`src/rtl/seven_seg_scan_if.sv`:
```
// Bundle of the score-register side inputs and the display-pin side outputs
// of the multiplexed seven-segment driver.
interface seven_seg_scan_if #(
    parameter int DIGITS = 4
);
    logic [4*DIGITS-1:0] value;
    logic [DIGITS-1:0]   dp_in;
    logic                load;
    logic                blank_lz;
    logic [3:0]          brightness;
    logic [6:0]          seg;
    logic                dp;
    logic [DIGITS-1:0]   an;
    logic                frame_done;

    modport master (
        output value, dp_in, load, blank_lz, brightness,
        input  seg, dp, an, frame_done
    );

    modport slave (
        input  value, dp_in, load, blank_lz, brightness,
        output seg, dp, an, frame_done
    );
endinterface

```
`src/rtl/seven_seg_scan.sv`:
```
// Time-multiplexed hex display driver: scans DIGITS digits over one shared
// segment bus, double-buffers the shown value so a frame never tears, blanks
// leading zeros, and dims the display with a 16-step PWM inside each slot.
module seven_seg_scan #(
    parameter int DIGITS         = 4,
    parameter int REFRESH_DIV    = 50000,
    parameter int SEG_ACTIVE_LOW = 1,
    parameter int AN_ACTIVE_LOW  = 1
) (
    input  logic            clk,
    input  logic            rst,
    seven_seg_scan_if.slave bus
);
    localparam int SUB_DIV = REFRESH_DIV / 16;
    localparam int CNT_W   = $clog2(REFRESH_DIV);
    localparam int IDX_W   = (DIGITS > 1) ? $clog2(DIGITS) : 1;
    localparam int VAL_W   = 4 * DIGITS;

    localparam logic              SEG_INV   = (SEG_ACTIVE_LOW != 0);
    localparam logic              AN_INV    = (AN_ACTIVE_LOW != 0);
    localparam logic [6:0]        SEG_OFF   = {7{SEG_INV}};
    localparam logic              DP_OFF    = SEG_INV;
    localparam logic [DIGITS-1:0] AN_OFF    = {DIGITS{AN_INV}};
    localparam logic [DIGITS-1:0] AN_ONE    = DIGITS'(1);
    localparam logic [CNT_W-1:0]  CNT_LAST  = CNT_W'(REFRESH_DIV - 1);
    localparam logic [CNT_W-1:0]  SUB_DIV_C = CNT_W'(SUB_DIV);
    localparam logic [IDX_W-1:0]  IDX_LAST  = IDX_W'(DIGITS - 1);

    // Hex nibble to active-high gfedcba segment pattern.
    function automatic logic [6:0] hex_to_seg(input logic [3:0] nib);
        logic [6:0] pat;
        case (nib)
            4'h0:    pat = 7'h3F;
            4'h1:    pat = 7'h06;
            4'h2:    pat = 7'h5B;
            4'h3:    pat = 7'h4F;
            4'h4:    pat = 7'h66;
            4'h5:    pat = 7'h6D;
            4'h6:    pat = 7'h7D;
            4'h7:    pat = 7'h07;
            4'h8:    pat = 7'h7F;
            4'h9:    pat = 7'h67;
            4'hA:    pat = 7'h77;
            4'hB:    pat = 7'h7C;
            4'hC:    pat = 7'h39;
            4'hD:    pat = 7'h5E;
            4'hE:    pat = 7'h79;
            4'hF:    pat = 7'h71;
            default: pat = 7'h00;
        endcase
        return pat;
    endfunction

    logic [CNT_W-1:0]  cnt_r;
    logic [IDX_W-1:0]  idx_r;
    logic [VAL_W-1:0]  pend_val_r;
    logic [DIGITS-1:0] pend_dp_r;
    logic              pend_valid_r;
    logic [VAL_W-1:0]  act_val_r;
    logic [DIGITS-1:0] act_dp_r;
    logic [6:0]        seg_r;
    logic              dp_r;
    logic [DIGITS-1:0] an_r;
    logic              frame_done_r;

    logic              frame_end_s;
    logic [CNT_W-1:0]  thr_s;
    logic              pwm_on_s;
    logic [3:0]        nib_s [DIGITS];
    logic [DIGITS-1:0] blank_s;
    logic              zero_run_s;
    logic [3:0]        cur_nib_s;
    logic [DIGITS-1:0] onehot_s;
    logic [6:0]        seg_n_s;
    logic              dp_n_s;
    logic [DIGITS-1:0] an_n_s;

    assign frame_end_s = (cnt_r == CNT_LAST) && (idx_r == IDX_LAST);

    // sub-phase < brightness is the same as cnt < brightness*SUB_DIV, which
    // avoids a divider; the product always fits because brightness <= 15.
    assign thr_s    = CNT_W'(bus.brightness) * SUB_DIV_C;
    assign pwm_on_s = (cnt_r < thr_s);
    assign onehot_s = AN_ONE << idx_r;

    // Slot counter and digit index: cnt runs through one slot, idx steps per slot.
    always_ff @(posedge clk) begin
        if (rst) begin
            cnt_r <= '0;
            idx_r <= '0;
        end else if (cnt_r == CNT_LAST) begin
            cnt_r <= '0;
            if (idx_r == IDX_LAST) begin
                idx_r <= '0;
            end else begin
                idx_r <= idx_r + IDX_W'(1);
            end
        end else begin
            cnt_r <= cnt_r + CNT_W'(1);
        end
    end

    // Pending/active value pair: loads land in pending, which is promoted to
    // active only at frame end; a load on the frame-end cycle goes straight in.
    always_ff @(posedge clk) begin
        if (rst) begin
            pend_val_r   <= '0;
            pend_dp_r    <= '0;
            pend_valid_r <= 1'b0;
            act_val_r    <= '0;
            act_dp_r     <= '0;
        end else if (frame_end_s) begin
            pend_valid_r <= 1'b0;
            if (bus.load) begin
                pend_val_r <= bus.value;
                pend_dp_r  <= bus.dp_in;
                act_val_r  <= bus.value;
                act_dp_r   <= bus.dp_in;
            end else if (pend_valid_r) begin
                act_val_r <= pend_val_r;
                act_dp_r  <= pend_dp_r;
            end
        end else if (bus.load) begin
            pend_val_r   <= bus.value;
            pend_dp_r    <= bus.dp_in;
            pend_valid_r <= 1'b1;
        end
    end

    // Split active value into nibbles and mark digits that sit in a run of
    // zeros reaching the top digit; digit 0 is never marked.
    always_comb begin
        zero_run_s = 1'b1;
        blank_s    = '0;
        for (int i = 0; i < DIGITS; i++) begin
            nib_s[i] = act_val_r[i*4 +: 4];
        end
        for (int i = DIGITS - 1; i >= 0; i--) begin
            zero_run_s = zero_run_s & (nib_s[i] == 4'h0);
            blank_s[i] = zero_run_s & (i != 0);
        end
    end

    assign cur_nib_s = nib_s[idx_r];

    // Next pin levels: everything inactive unless the PWM window is open, so
    // segments never ghost onto a dark digit.
    always_comb begin
        seg_n_s = SEG_OFF;
        dp_n_s  = DP_OFF;
        an_n_s  = AN_OFF;
        if (pwm_on_s) begin
            an_n_s = onehot_s ^ AN_OFF;
            dp_n_s = act_dp_r[idx_r] ^ DP_OFF;
            if (bus.blank_lz && blank_s[idx_r]) begin
                seg_n_s = SEG_OFF;
            end else begin
                seg_n_s = hex_to_seg(cur_nib_s) ^ SEG_OFF;
            end
        end else begin
            seg_n_s = SEG_OFF;
            dp_n_s  = DP_OFF;
            an_n_s  = AN_OFF;
        end
    end

    // Output registers; a single registered one-hot vector guarantees no
    // anode overlap at slot boundaries.
    always_ff @(posedge clk) begin
        if (rst) begin
            seg_r        <= SEG_OFF;
            dp_r         <= DP_OFF;
            an_r         <= AN_OFF;
            frame_done_r <= 1'b0;
        end else begin
            seg_r        <= seg_n_s;
            dp_r         <= dp_n_s;
            an_r         <= an_n_s;
            frame_done_r <= frame_end_s;
        end
    end

    assign bus.seg        = seg_r;
    assign bus.dp         = dp_r;
    assign bus.an         = an_r;
    assign bus.frame_done = frame_done_r;
endmodule
```
`src/flat_wrapper.sv`:
```
// flat-port wrapper written by rule: the top's interface ports become plain ports
module seven_seg_scan_flat 
#(
    parameter int DIGITS         = 4,
    parameter int REFRESH_DIV    = 50000,
    parameter int SEG_ACTIVE_LOW = 1,
    parameter int AN_ACTIVE_LOW  = 1
)
  (clk, rst, bus_value, bus_dp_in, bus_load, bus_blank_lz, bus_brightness, bus_seg, bus_dp, bus_an, bus_frame_done);
  seven_seg_scan_if #(.DIGITS(DIGITS)) bus_i ();
  input  logic clk;
  input  logic rst;
  input wire logic [$bits(bus_i.value)-1:0] bus_value;
  input wire logic [$bits(bus_i.dp_in)-1:0] bus_dp_in;
  input wire logic [$bits(bus_i.load)-1:0] bus_load;
  input wire logic [$bits(bus_i.blank_lz)-1:0] bus_blank_lz;
  input wire logic [$bits(bus_i.brightness)-1:0] bus_brightness;
  output wire logic [$bits(bus_i.seg)-1:0] bus_seg;
  output wire logic [$bits(bus_i.dp)-1:0] bus_dp;
  output wire logic [$bits(bus_i.an)-1:0] bus_an;
  output wire logic [$bits(bus_i.frame_done)-1:0] bus_frame_done;
  assign bus_i.value = bus_value;
  assign bus_i.dp_in = bus_dp_in;
  assign bus_i.load = bus_load;
  assign bus_i.blank_lz = bus_blank_lz;
  assign bus_i.brightness = bus_brightness;
  assign bus_seg = bus_i.seg;
  assign bus_dp = bus_i.dp;
  assign bus_an = bus_i.an;
  assign bus_frame_done = bus_i.frame_done;
  seven_seg_scan #(.DIGITS(DIGITS), .REFRESH_DIV(REFRESH_DIV), .SEG_ACTIVE_LOW(SEG_ACTIVE_LOW), .AN_ACTIVE_LOW(AN_ACTIVE_LOW)) u_core (.clk(clk), .rst(rst), .bus(bus_i));
endmodule
```
`config.mk`:
```
export PLATFORM = sky130hd
export DESIGN_NAME = seven_seg_scan_flat
export DESIGN_NICKNAME = d
export VERILOG_FILES = /design/src/rtl/seven_seg_scan_if.sv /design/src/rtl/seven_seg_scan.sv /design/src/flat_wrapper.sv
export SDC_FILE = /design/constraint.sdc
export NUM_CORES = 1
export LEC_CHECK = 0
export CAP_MARGIN = 20
export CORE_MARGIN = 5
export CORE_UTILIZATION = 50
export CTS_CLUSTER_DIAMETER = 60
export DETAILED_ROUTE_END_ITERATION = 7
export DONT_BUFFER_PORTS = 1
export GPL_ROUTABILITY_DRIVEN = 0
export PLACE_DENSITY = 0.67
export SYNTH_ARGS = -nofsm -noshare
export SYNTH_HDL_FRONTEND = slang
export SYNTH_SLANG_ARGS = --single-unit
export TNS_END_PERCENT = 30
```
`constraint.sdc`:
```
create_clock -name clk -period 5.3 [get_ports clk]
set_input_delay 1.06 -clock clk [delete_from_list [all_inputs] [get_ports clk]]
set_output_delay 1.06 -clock clk [all_outputs]
set_load 0.1 [all_outputs]
```
* Yosys cells after proc, flatten, opt, wreduce, memory -nomap -nowiden
Memories as Yosys holds them, arrays and structs flattened. Cells that the tools add are included.
Operators by class: add/sub/neg operators 2, $mul 1, div/mod/pow operators 0, order comparisons 3, eq/ne operators 2, shift-type cells 1, muxes and demuxes 14, bitwise operators 7, reductions and logical operators 11
Operators with widths (number):
- $mux W16 | 2
- $add A16 B1 Y16 const B | 1
- $eq A16 B16 Y1 const B | 1
- $lt A16 B16 Y1 | 1
- $mul A4 B12 Y16 const B | 1
- $mux W4 | 4
- $mux W7 | 2
- $logic_not A4 Y1 | 3
- $bmux W4 S2 | 1
- $not A7 Y7 | 1
- $reduce_or A2 Y1 | 3
- $bmux W1 S2 | 2
- $not A4 Y4 | 1
- $shl A1 B2 Y4 const A | 1
- $ge A3 B3 Y1 const B | 1
- $lt A2 B3 Y1 const B | 1
- $not A2 Y3 | 1
- $reduce_or A3 Y1 | 1
- $add A2 B1 Y2 const B | 1
- $and A1 B1 Y1 | 2
- $eq A2 B2 Y1 const B | 1
- $logic_and A1 B1 Y1 | 2
- $mux W1 | 2
- $mux W2 | 1
- 3 further kinds | 4
Word-level totals: flip-flop bits (word level) 72, bits in latches 0, memory bits (writable) 0, memory bits (read-only) 112, input bits 28, output and inout bits 13, logic and storage cells 53, memories kept 1
Memory list:
- (no name shown) | depth 16, width 7, read ports 1, clocked after Yosys merged registers in 0, wr ports 0, RTL line seven_seg_scan.sv:32 | case (nib)

* Longest topological paths before layout
Gate-level depths: netlist (run 1).
word-level depth 9, mapped depth 17

* Worst setup path after synthesis (run 1)
Ideal clock, no wire load.
path type in2reg, start point input port bus_brightness[1], end point register u_core.seg_r[2], in the netlist u_core.bus.seg[2], data arrival time 4307 ps, data required time 5155 ps, path slack 847 ps, stages 17, buffers on the path 1, path through ha_1 -> xor2_1 -> ha_1 -> a21o_1 -> ha_1 -> a21o_1 -> a21oi_1 -> nor2_1 -> o41ai_1 -> xor2_1 -> ha_1 -> a21o_1 -> a21oi_1 -> o221ai_1 -> a211oi_1 -> clkbuf_1 -> o2111ai_1
On the way: word-level cells in the longest chain between the ends 4
RTL lines:
- start: declaration | RTL line flat_wrapper.sv:17 | input wire logic [$bits(bus_i.brightness)-1:0] bus_brightness;
- $mul A4 B12 Y16 | RTL line seven_seg_scan.sv:82 | assign thr_s = CNT_W'(bus.brightness) * SUB_DIV_C;
- $lt A16 B16 Y1 | RTL line seven_seg_scan.sv:83 | assign pwm_on_s = (cnt_r < thr_s);
- $not A1 Y1 (no source line)
- $reduce_or A3 Y1 (no source line)
- end signal: assignment | RTL line seven_seg_scan.sv:176 | seg_r <= seg_n_s;
- end: declaration | RTL line seven_seg_scan.sv:61 | logic [6:0] seg_r;
No other way between the ends. A chain may end at the register's enable or synchronous reset.

* Worst setup path in the final report (run 1)
start point input port bus_brightness[1], end point register u_core.seg_r[5], in the netlist u_core.bus.seg[5]
The elaborated chain is that of the path after synthesis.

==> results_tabular.tex, run 1 <==
\begin{tabular}{lr}
\hline
Metric & Value \\
\hline
\multicolumn{2}{l}{\textbf{Logic synthesis}} \\
Flip-flop and latch count after synthesis & 72 \\
Mean post-synth cell area & 9.69 µm² \\
Post-synthesis cell count & 422 \\
Netlist cell types & 53 \\
Proportion of synthesized flip-flops having asynchronous set or reset & 0\% \\
Net count after synthesis & 494 \\
Count of flip-flops with a built-in enable after synthesis & 0 \\
Synth Cell Area & 0.00409 mm² \\
Main flop type after synthesis & sky130\_fd\_sc\_hd\_\_dfxtp\_1 \\
Sequential element share of the synthesized area & 35.2\% \\
Warning count from the yosys run & 0 \\
\multicolumn{2}{l}{\textbf{Final layout}} \\
Non-filler cells in the finished layout & 521 \\
Core Util, Final & 53.7\% \\
Final net count & 483 \\
Layout fillers & 752 \\
Area used by multi-input combinational logic & 0.00248 mm² \\
Ant diodes & 0 \\
Layout cell share with drive strength beyond 1 & 12.0\% \\
Register area & 0.00144 mm² \\
Area growth from synthesis to final layout & 6.30\% \\
\multicolumn{2}{l}{\textbf{Setup path}} \\
Largest stage delay on the critical path & 340 ps \\
Arrival time of data at the critical path endpoint & 4420 ps \\
CP Max Fanout & 12 \\
Dominant cell type by count on the critical path & sky130\_fd\_sc\_hd\_\_ha\_1 \\
Crit start category & input port \\
Library cell contributing the largest single delay on the critical path & sky130\_fd\_sc\_hd\_\_o41ai\_1 \\
Required time worst endpoint & 5510 ps \\
Nature of the critical path endpoint & flip-flop \\
Ordered cell list for the critical path & ha\_1 -> xor2\_1 -> ha\_1 -> a21o\_1 -> ha\_1 -> a21o\_1 -> a21oi\_1 -> nor2\_1 -> o41ai\_1 -> xor2\_1 -> ha\_1 -> a21o\_1 -> a21oi\_1 -> o221ai\_1 -> a211oi\_1 -> buf\_4 -> o2111ai\_1 \\
Critical path start-end classification & input port to flip-flop \\
\multicolumn{2}{l}{\textbf{Floorplan}} \\
Horizontal die dimension & 100 µm \\
IO Pins & 41 \\
Starting Density & 50.5\% \\
Core Footprint & 0.00809 mm² \\
Height of the die & 100 µm \\
Standard-cell rows & 33 \\
Overall die area & 0.0101 mm² \\
\multicolumn{2}{l}{\textbf{Placed design}} \\
Total instance count after detailed placement & 505 \\
I/O Buffers & 0 \\
Setup slack after placement & 746 ps \\
Post-detail-place hpwl & 5780 µm \\
\multicolumn{2}{l}{\textbf{STA}} \\
Time the final worst path needs with I/O delays and setup & 4210 ps \\
Final-report max-slew violation count & 0 \\
Count of endpoints failing hold in the final timing report & 0 \\
Count of endpoints failing setup in the final report & 0 \\
Relative slew margins & 32.5\% \\
Clock Skew & 11.0 ps \\
Max Freq & 238 MHz \\
Setup\_tns & 0 ps \\
Final Worst Setup Slack & 1090 ps \\
Setup repair after global routing missed its margin & false \\
Actual slew at the worst max-slew pin & 1010 ps \\
Share of the clock period used by the worst path & 79.4\% \\
\multicolumn{2}{l}{\textbf{CTS}} \\
TritonCTS clock tree & yes \\
Clock tree sinks & 72 \\
Number of gates given a new drive strength after cts & 0 \\
Number of hold-repair buffers added at the cts stage & 0 \\
Count of buffers added by post-CTS timing repair for setup & 0 \\
CTS H-tree depth & 3 \\
Clock-pin slew of the registers on the worst-case setup and hold paths & 80 ps \\
CTS max path bufs & 2 \\
Total CTS buffers & 9 \\
Later-pin clock latency in the skew report & 340 ps \\
Clock root cell & sky130\_fd\_sc\_hd\_\_clkbuf\_8 \\
\multicolumn{2}{l}{\textbf{GRT}} \\
First-pass GRT wire length & 13400 µm \\
Pin count of the biggest net entering global routing & 68 \\
Antenna violations before repair & 0 \\
All-layer global routing usage & 16.4\% \\
Vias in the first global route & 2807 \\
Remaining Overflow, GRT & 0 \\
\multicolumn{2}{l}{\textbf{Power and ir drop}} \\
Maximum vdd drop & 0.139 mV \\
Power density of the placed cells & 277 mW/mm² \\
Leakage power total & 1.75 nW \\
Power after layout & 0.00121 W \\
\multicolumn{2}{l}{\textbf{Route}} \\
Average vias per placed instance & 5.60 \\
Routed Antenna Nets & 0 \\
Detailed router's first-iteration violation count & 82 \\
Routed via count & 2918 \\
Drt wl/cell & 14.9 µm \\
Total Routed Length & 7770 µm \\
Pre-antenna DRT Iters & 4 \\
Number of remaining DRC errors & 0 \\
\multicolumn{2}{l}{\textbf{Worst hold path}} \\
Kind of path behind the tightest hold check & flip-flop to flip-flop \\
\multicolumn{2}{l}{\textbf{Run status}} \\
Status & finished, final reports clean \\
\multicolumn{2}{l}{\textbf{Job}} \\
Max capacitance violation total & 0 \\
\hline
\end{tabular}
==> state kept, by name, indices dropped and copies added, names as in the netlist, 2 cells and up <==
signal	flops
u_core.act_dp_r	4
u_core.act_val_r	16
u_core.bus.an	4
u_core.bus.seg	7
u_core.cnt_r	16
u_core.idx_r	2
u_core.pend_dp_r	4
u_core.pend_val_r	16
==> metal layers <==
metal  track usage, %  wire length [µm]  up-vias  part of all wire (%)
met2             27.7              3810       40                    49
met5                0                 0        -                     0
met3             2.92               270       13                   3.5
met1             20.8              3570     1372                    46
met4             6.32               124        0                   1.6
li1                 -                 -     1493                     -
==> critical path: cells and delay by family <==
kind | cells | cell delay [ps]
AOI/OAI and AO/OA | 9 | 1750
and+or+nand+nor | 1 | 80
buffers and inverters | 1 | 240
xor gates and xnor gates | 2 | 340
adders and majority gates | 4 | 940
==> stage by stage <==
step                      hold slack [ps]  instance area (µm²)
after global routing                  506                 4350
after CTS                             487                 4350
after detailed placement              469                 4120
after floorplan                       425                 4090
final                                 475                 4350
after global placement                443                 4120
==> where the power goes <==
part / switching (W) / leakage [nW] / internal (W) / total, W
Clock: 0.000222 / 0.116 / 0.000272 / 0.000494
Combinational: 0.0000714 / 1.05 / 0.0000586 / 0.000130
Sequential: 0.0000271 / 0.588 / 0.000555 / 0.000582
==> worst paths after layout <==
check | cells past startpoint | start | endpoint | slack [ps]
min reg2reg | 1 | u_core.cnt_r[0] | u_core.cnt_r[0] | 470
min | 1 | u_core.cnt_r[0] | u_core.cnt_r[0] | 470
max | 17 | bus_brightness[1] | u_core.bus.seg[5] | 1090
max reg2reg | 5 | u_core.cnt_r[6] | u_core.act_val_r[3] | 2450
==> cell families (layout without fill, tap and decap cells) <==
family          after synthesis  in the layout  share of synthesized area [%]
simple gates                146            146                           19.1
flops                        72             72                           35.2
compound gates               65             65                           13.5
fa+ha+maj                    44             44                           13.5
buf+inv                      39             33                           4.10
mux                          31             31                           9.21
xor+xnor                     25             25                           5.35
==> synthesized netlist by cell type (7+ instances only) <==
| master | count | area (µm²) |
|---|---|---|
| sky130_fd_sc_hd__ha_1 | 44 | 551 |
| sky130_fd_sc_hd__nand3b_1 | 20 | 150 |
| sky130_fd_sc_hd__nand2_1 | 26 | 97.6 |
| sky130_fd_sc_hd__mux2i_1 | 23 | 230 |
| sky130_fd_sc_hd__xnor2_1 | 13 | 114 |
| sky130_fd_sc_hd__a21oi_1 | 13 | 65.1 |
| sky130_fd_sc_hd__inv_1 | 16 | 60.1 |
| sky130_fd_sc_hd__xor2_1 | 12 | 105 |
| sky130_fd_sc_hd__o31ai_2 | 20 | 250 |
| sky130_fd_sc_hd__nand3_1 | 9 | 45.0 |
| sky130_fd_sc_hd__o21ai_0 | 7 | 35.0 |
| sky130_fd_sc_hd__nor2_1 | 49 | 184 |
| sky130_fd_sc_hd__dfxtp_1 | 72 | 1440 |
| sky130_fd_sc_hd__clkbuf_1 | 14 | 52.6 |
| sky130_fd_sc_hd__nand4_1 | 7 | 43.8 |
==> cells in the final DEF (no fill, tap or decap), types with 2 or more instances in the layout <==
master,synthesis,routed
sky130_fd_sc_hd__o31ai_2,20,20
sky130_fd_sc_hd__and3_1,5,5
sky130_fd_sc_hd__bufinv_16,0,2
sky130_fd_sc_hd__mux4_2,5,5
sky130_fd_sc_hd__a211oi_1,3,3
sky130_fd_sc_hd__nand4_1,7,7
sky130_fd_sc_hd__inv_1,16,16
sky130_fd_sc_hd__o2111ai_1,3,3
sky130_fd_sc_hd__a21oi_1,13,13
sky130_fd_sc_hd__xnor2_1,13,13
sky130_fd_sc_hd__xor2_1,12,12
sky130_fd_sc_hd__o211ai_1,2,2
sky130_fd_sc_hd__nor2_1,49,49
sky130_fd_sc_hd__nor3_1,4,4
sky130_fd_sc_hd__nor3b_1,4,4
sky130_fd_sc_hd__mux2i_1,23,23
sky130_fd_sc_hd__mux2_2,3,3
sky130_fd_sc_hd__o21ai_0,7,7
sky130_fd_sc_hd__a21o_1,3,3
sky130_fd_sc_hd__nand3b_1,20,20
sky130_fd_sc_hd__o21bai_1,2,2
sky130_fd_sc_hd__nand2_1,26,26
sky130_fd_sc_hd__nor2b_1,2,2
sky130_fd_sc_hd__nand3_1,9,9
sky130_fd_sc_hd__nor4_1,5,5
sky130_fd_sc_hd__nand2b_1,4,4
sky130_fd_sc_hd__ha_1,44,44
sky130_fd_sc_hd__inv_6,0,2
sky130_fd_sc_hd__clkbuf_8,0,9
sky130_fd_sc_hd__and2_1,2,2
sky130_fd_sc_hd__dfxtp_1,72,72
==> cell type report <==
cell class | count | area share [%]
multi-input cells | 311 | 57.1
flip-flops and latches | 72 | 33.2
well taps | 105 | 3.02
clock buffers | 9 | 2.85
clock inverters | 7 | 2.36
inverters | 16 | 1.38
repair buffers | 1 | 0.173
(Power assumes the default switching activity.)
==> run 2: changes to the inputs <==
- clock period: 5.3 -> 4 ns (I/O delays scaled with it)
==> run 2 against run 1 <==
Against the previous run:
- combinational power grew 46%
- largest power group unchanged
- worst setup slack lost 880 ps
- critical endpoint is now u_core.bus.seg[2]
- sequential power grew 32%
- critical path type unchanged
==> results_tabular.tex, run 2 (synthesis gave the netlist of run 1 again) <==
\begin{tabular}{lr}
\hline
Metric & Value \\
\hline
\multicolumn{2}{l}{\textbf{Run status}} \\
Status & finished, final reports clean \\
\multicolumn{2}{l}{\textbf{Route}} \\
Detailed router's first-iteration violation count & 123 (+50\%) \\
Number of remaining DRC errors & 0 (unchanged) \\
Routed Antenna Nets & 0 (unchanged) \\
Drt wl/cell & 15.1 µm (+1.1\%) \\
Routed via count & 2937 (+0.65\%) \\
Average vias per placed instance & 5.58 (-0.31\%) \\
Pre-antenna DRT Iters & 4 (unchanged) \\
Total Routed Length & 7940 µm (+2.1\%) \\
\multicolumn{2}{l}{\textbf{Final layout}} \\
Post-route cell area & 0.00439 mm² (+1.1\%) \\
Area used by multi-input combinational logic & 0.00252 mm² (+1.6\%) \\
Leading cell type in the layout, fill and taps excluded & sky130\_fd\_sc\_hd\_\_dfxtp\_1 \\
Regs by FF count & u\_core.act\_val\_r: 16 flops, u\_core.cnt\_r: 16 flops, u\_core.pend\_val\_r: 16 flops \\
Commonest cells after routing, fill and taps aside & sky130\_fd\_sc\_hd\_\_dfxtp\_1 (72), sky130\_fd\_sc\_hd\_\_nor2\_1 (48), sky130\_fd\_sc\_hd\_\_ha\_1 (44) \\
Non-filler cells in the finished layout & 526 (+0.96\%) \\
Register area & 0.00144 mm² (unchanged) \\
Area growth from synthesis to final layout & 7.43\% \\
Ant diodes & 0 (unchanged) \\
Core Util, Final & 54.3\% (+0.57 points) \\
Layout cell share with drive strength beyond 1 & 14.5\% (+2.5 points) \\
Layout fillers & 767 (+2.0\%) \\
Final net count & 488 (+1.0\%) \\
\multicolumn{2}{l}{\textbf{Placed design}} \\
Total cell area at the placement stage & 0.00417 mm² (+1.3\%) \\
Post-detail-place hpwl & 5850 µm (+1.3\%) \\
Total instance count after detailed placement & 510 (+0.99\%) \\
I/O Buffers & 0 (unchanged) \\
\multicolumn{2}{l}{\textbf{Power and ir drop}} \\
Leakage power total & 1.78 nW (+1.9\%) \\
Clock group share of total power & 36.9\% (-4.1 points) \\
Design internal power & 0.00112 W (+27\%) \\
Relative contribution of sequential cells to total power & 50.6\% (+2.3 points) \\
Total net switching power & 0.000399 W (+24\%) \\
Power density of the placed cells & 347 mW/mm² (+25\%) \\
Maximum vdd drop & 0.202 mV (+45\%) \\
Power share of the combinational group & 12.5\% (+1.7 points) \\
Switching Fraction & 26.2\% (-0.40 points) \\
\multicolumn{2}{l}{\textbf{Setup path}} \\
Dominant cell type by count on the critical path & sky130\_fd\_sc\_hd\_\_ha\_1 \\
Library cell contributing the largest single delay on the critical path & sky130\_fd\_sc\_hd\_\_ha\_1 \\
Ordered cell list for the critical path & ha\_1 -> xor2\_1 -> ha\_1 -> a21o\_1 -> ha\_1 -> a21o\_1 -> a21oi\_2 -> o21bai\_1 -> a21oi\_1 -> xor2\_1 -> ha\_1 -> a21oi\_1 -> o21a\_1 -> o221ai\_1 -> a211oi\_2 -> buf\_4 -> o2111ai\_1 \\
Nature of the critical path endpoint & flip-flop \\
Required time worst endpoint & 4200 ps (-1310 ps) \\
Largest stage delay on the critical path & 290 ps (-50 ps) \\
Arrival time of data at the critical path endpoint & 3980 ps (-440 ps) \\
CP Max Fanout & 12 (unchanged) \\
Crit start category & input port \\
R2R depth & 7 (+2) \\
Critical path start-end classification & input port to flip-flop \\
\multicolumn{2}{l}{\textbf{CTS}} \\
Later-pin clock latency in the skew report & 340 ps (about the same) \\
Count of buffers added by post-CTS timing repair for setup & 0 (unchanged) \\
CTS H-tree depth & 3 (unchanged) \\
TritonCTS clock tree & yes \\
Clock root cell & sky130\_fd\_sc\_hd\_\_clkbuf\_8 \\
Clock-pin slew of the registers on the worst-case setup and hold paths & 70 ps (about the same) \\
Total CTS buffers & 9 (unchanged) \\
Clock tree sinks & 72 (unchanged) \\
Number of hold-repair buffers added at the cts stage & 0 (unchanged) \\
CTS max path bufs & 2 (unchanged) \\
\multicolumn{2}{l}{\textbf{STA}} \\
Actual slew at the worst max-slew pin & 965 ps (-42.2 ps) \\
Clock Skew & 11.7 ps (+0.720 ps) \\
Setup\_tns & 0 ps (unchanged) \\
Count of endpoints failing hold in the final timing report & 0 (unchanged) \\
Relative slew margins & 34.0\% (+1.5 points) \\
Share of the clock period used by the worst path & 94.7\% \\
Max Freq & 264 MHz \\
Time the final worst path needs with I/O delays and setup & 3790 ps \\
Setup repair after global routing missed its margin & false \\
Count of endpoints failing setup in the final report & 0 (unchanged) \\
Final-report max-slew violation count & 0 (unchanged) \\
\multicolumn{2}{l}{\textbf{GRT}} \\
Antenna violations before repair & 0 (unchanged) \\
Pin count of the biggest net entering global routing & 68 (unchanged) \\
Vias in the first global route & 2779 (-1.0\%) \\
First-pass GRT wire length & 13500 µm (+0.98\%) \\
All-layer global routing usage & 16.6\% (+0.14 points) \\
Remaining Overflow, GRT & 0 (unchanged) \\
\multicolumn{2}{l}{\textbf{Worst hold path}} \\
Kind of path behind the tightest hold check & flip-flop to flip-flop \\
Hold Crit Depth & 1 (unchanged) \\
\multicolumn{2}{l}{\textbf{Floorplan}} \\
Height of the die & 100 µm (unchanged) \\
Core Footprint & 0.00809 mm² (unchanged) \\
Horizontal die dimension & 100 µm (unchanged) \\
IO Pins & 41 (unchanged) \\
Starting Density & 50.5\% (unchanged) \\
Standard-cell rows & 33 (unchanged) \\
Overall die area & 0.0101 mm² (unchanged) \\
\multicolumn{2}{l}{\textbf{Job}} \\
Max capacitance violation total & 0 (unchanged) \\
\hline
\end{tabular}
run 2: timing repair:
action | 4_1_cts | 5_1_grt
hold endpoints to repair | 0 | 0
gates resized for setup | 0 | 5
endpoints found under the setup margin | 0 | 12
run 2: cell type report:
class                   count  share of cell area (%)
repair buffers              6                    1.03
inverters                  16                    1.37
flip-flops and latches     72                    32.8
clock buffers              10                    3.13
multi-input cells         311                    57.3
clock inverters             6                    1.34
well taps                 105                    2.99
run 2: power by group through the flow:
stage	registers, W	clock network, W	logic, W
floorplan	0.000786	0	0.000158
global placement	0.000788	0	0.000178
detailed placement	0.000788	0	0.000185
CTS	0.000772	0.000576	0.000186
global route	0.000773	0.000610	0.000214
finish	0.000771	0.000562	0.000190
run 2: metrics by stage:
| step | setup slack, ps | total power [W] | hold WS [ps] |
|---|---|---|---|
| after floorplan | 28.8 | 0.000944 | 425 |
| after global placement | -112 | 0.000966 | 443 |
| after detailed placement | -220 | 0.000973 | 460 |
| after CTS | 145 | 0.00153 | 476 |
| after global routing | 37.1 | 0.00160 | 495 |
| final | 214 | 0.00152 | 469 |
run 2: worst max-delay path: cells and delay by family:
kind	cells	cell delay, ps
fa+ha+maj	4	930
buf+inv	1	220
xor+xnor	2	370
compound gates	10	1640
run 2: routing by layer:
metal,up-vias,global-route usage (%),part of all wire [%]
li1,1497,-,-
met1,1369,23.0,49
met2,62,24.8,45
met3,9,5.28,5.2
met4,0,4.46,1.2
met5,-,0,0
run 2: worst paths after layout:
kind,start,slack [ps],to
worst max-delay path,bus_brightness[1],210,u_core.bus.seg[2]
worst min-delay path,u_core.cnt_r[0],470,u_core.cnt_r[0]
worst max register to register,u_core.idx_r[0],1580,u_core.bus.seg[3]
worst min register to register,u_core.cnt_r[0],470,u_core.cnt_r[0]
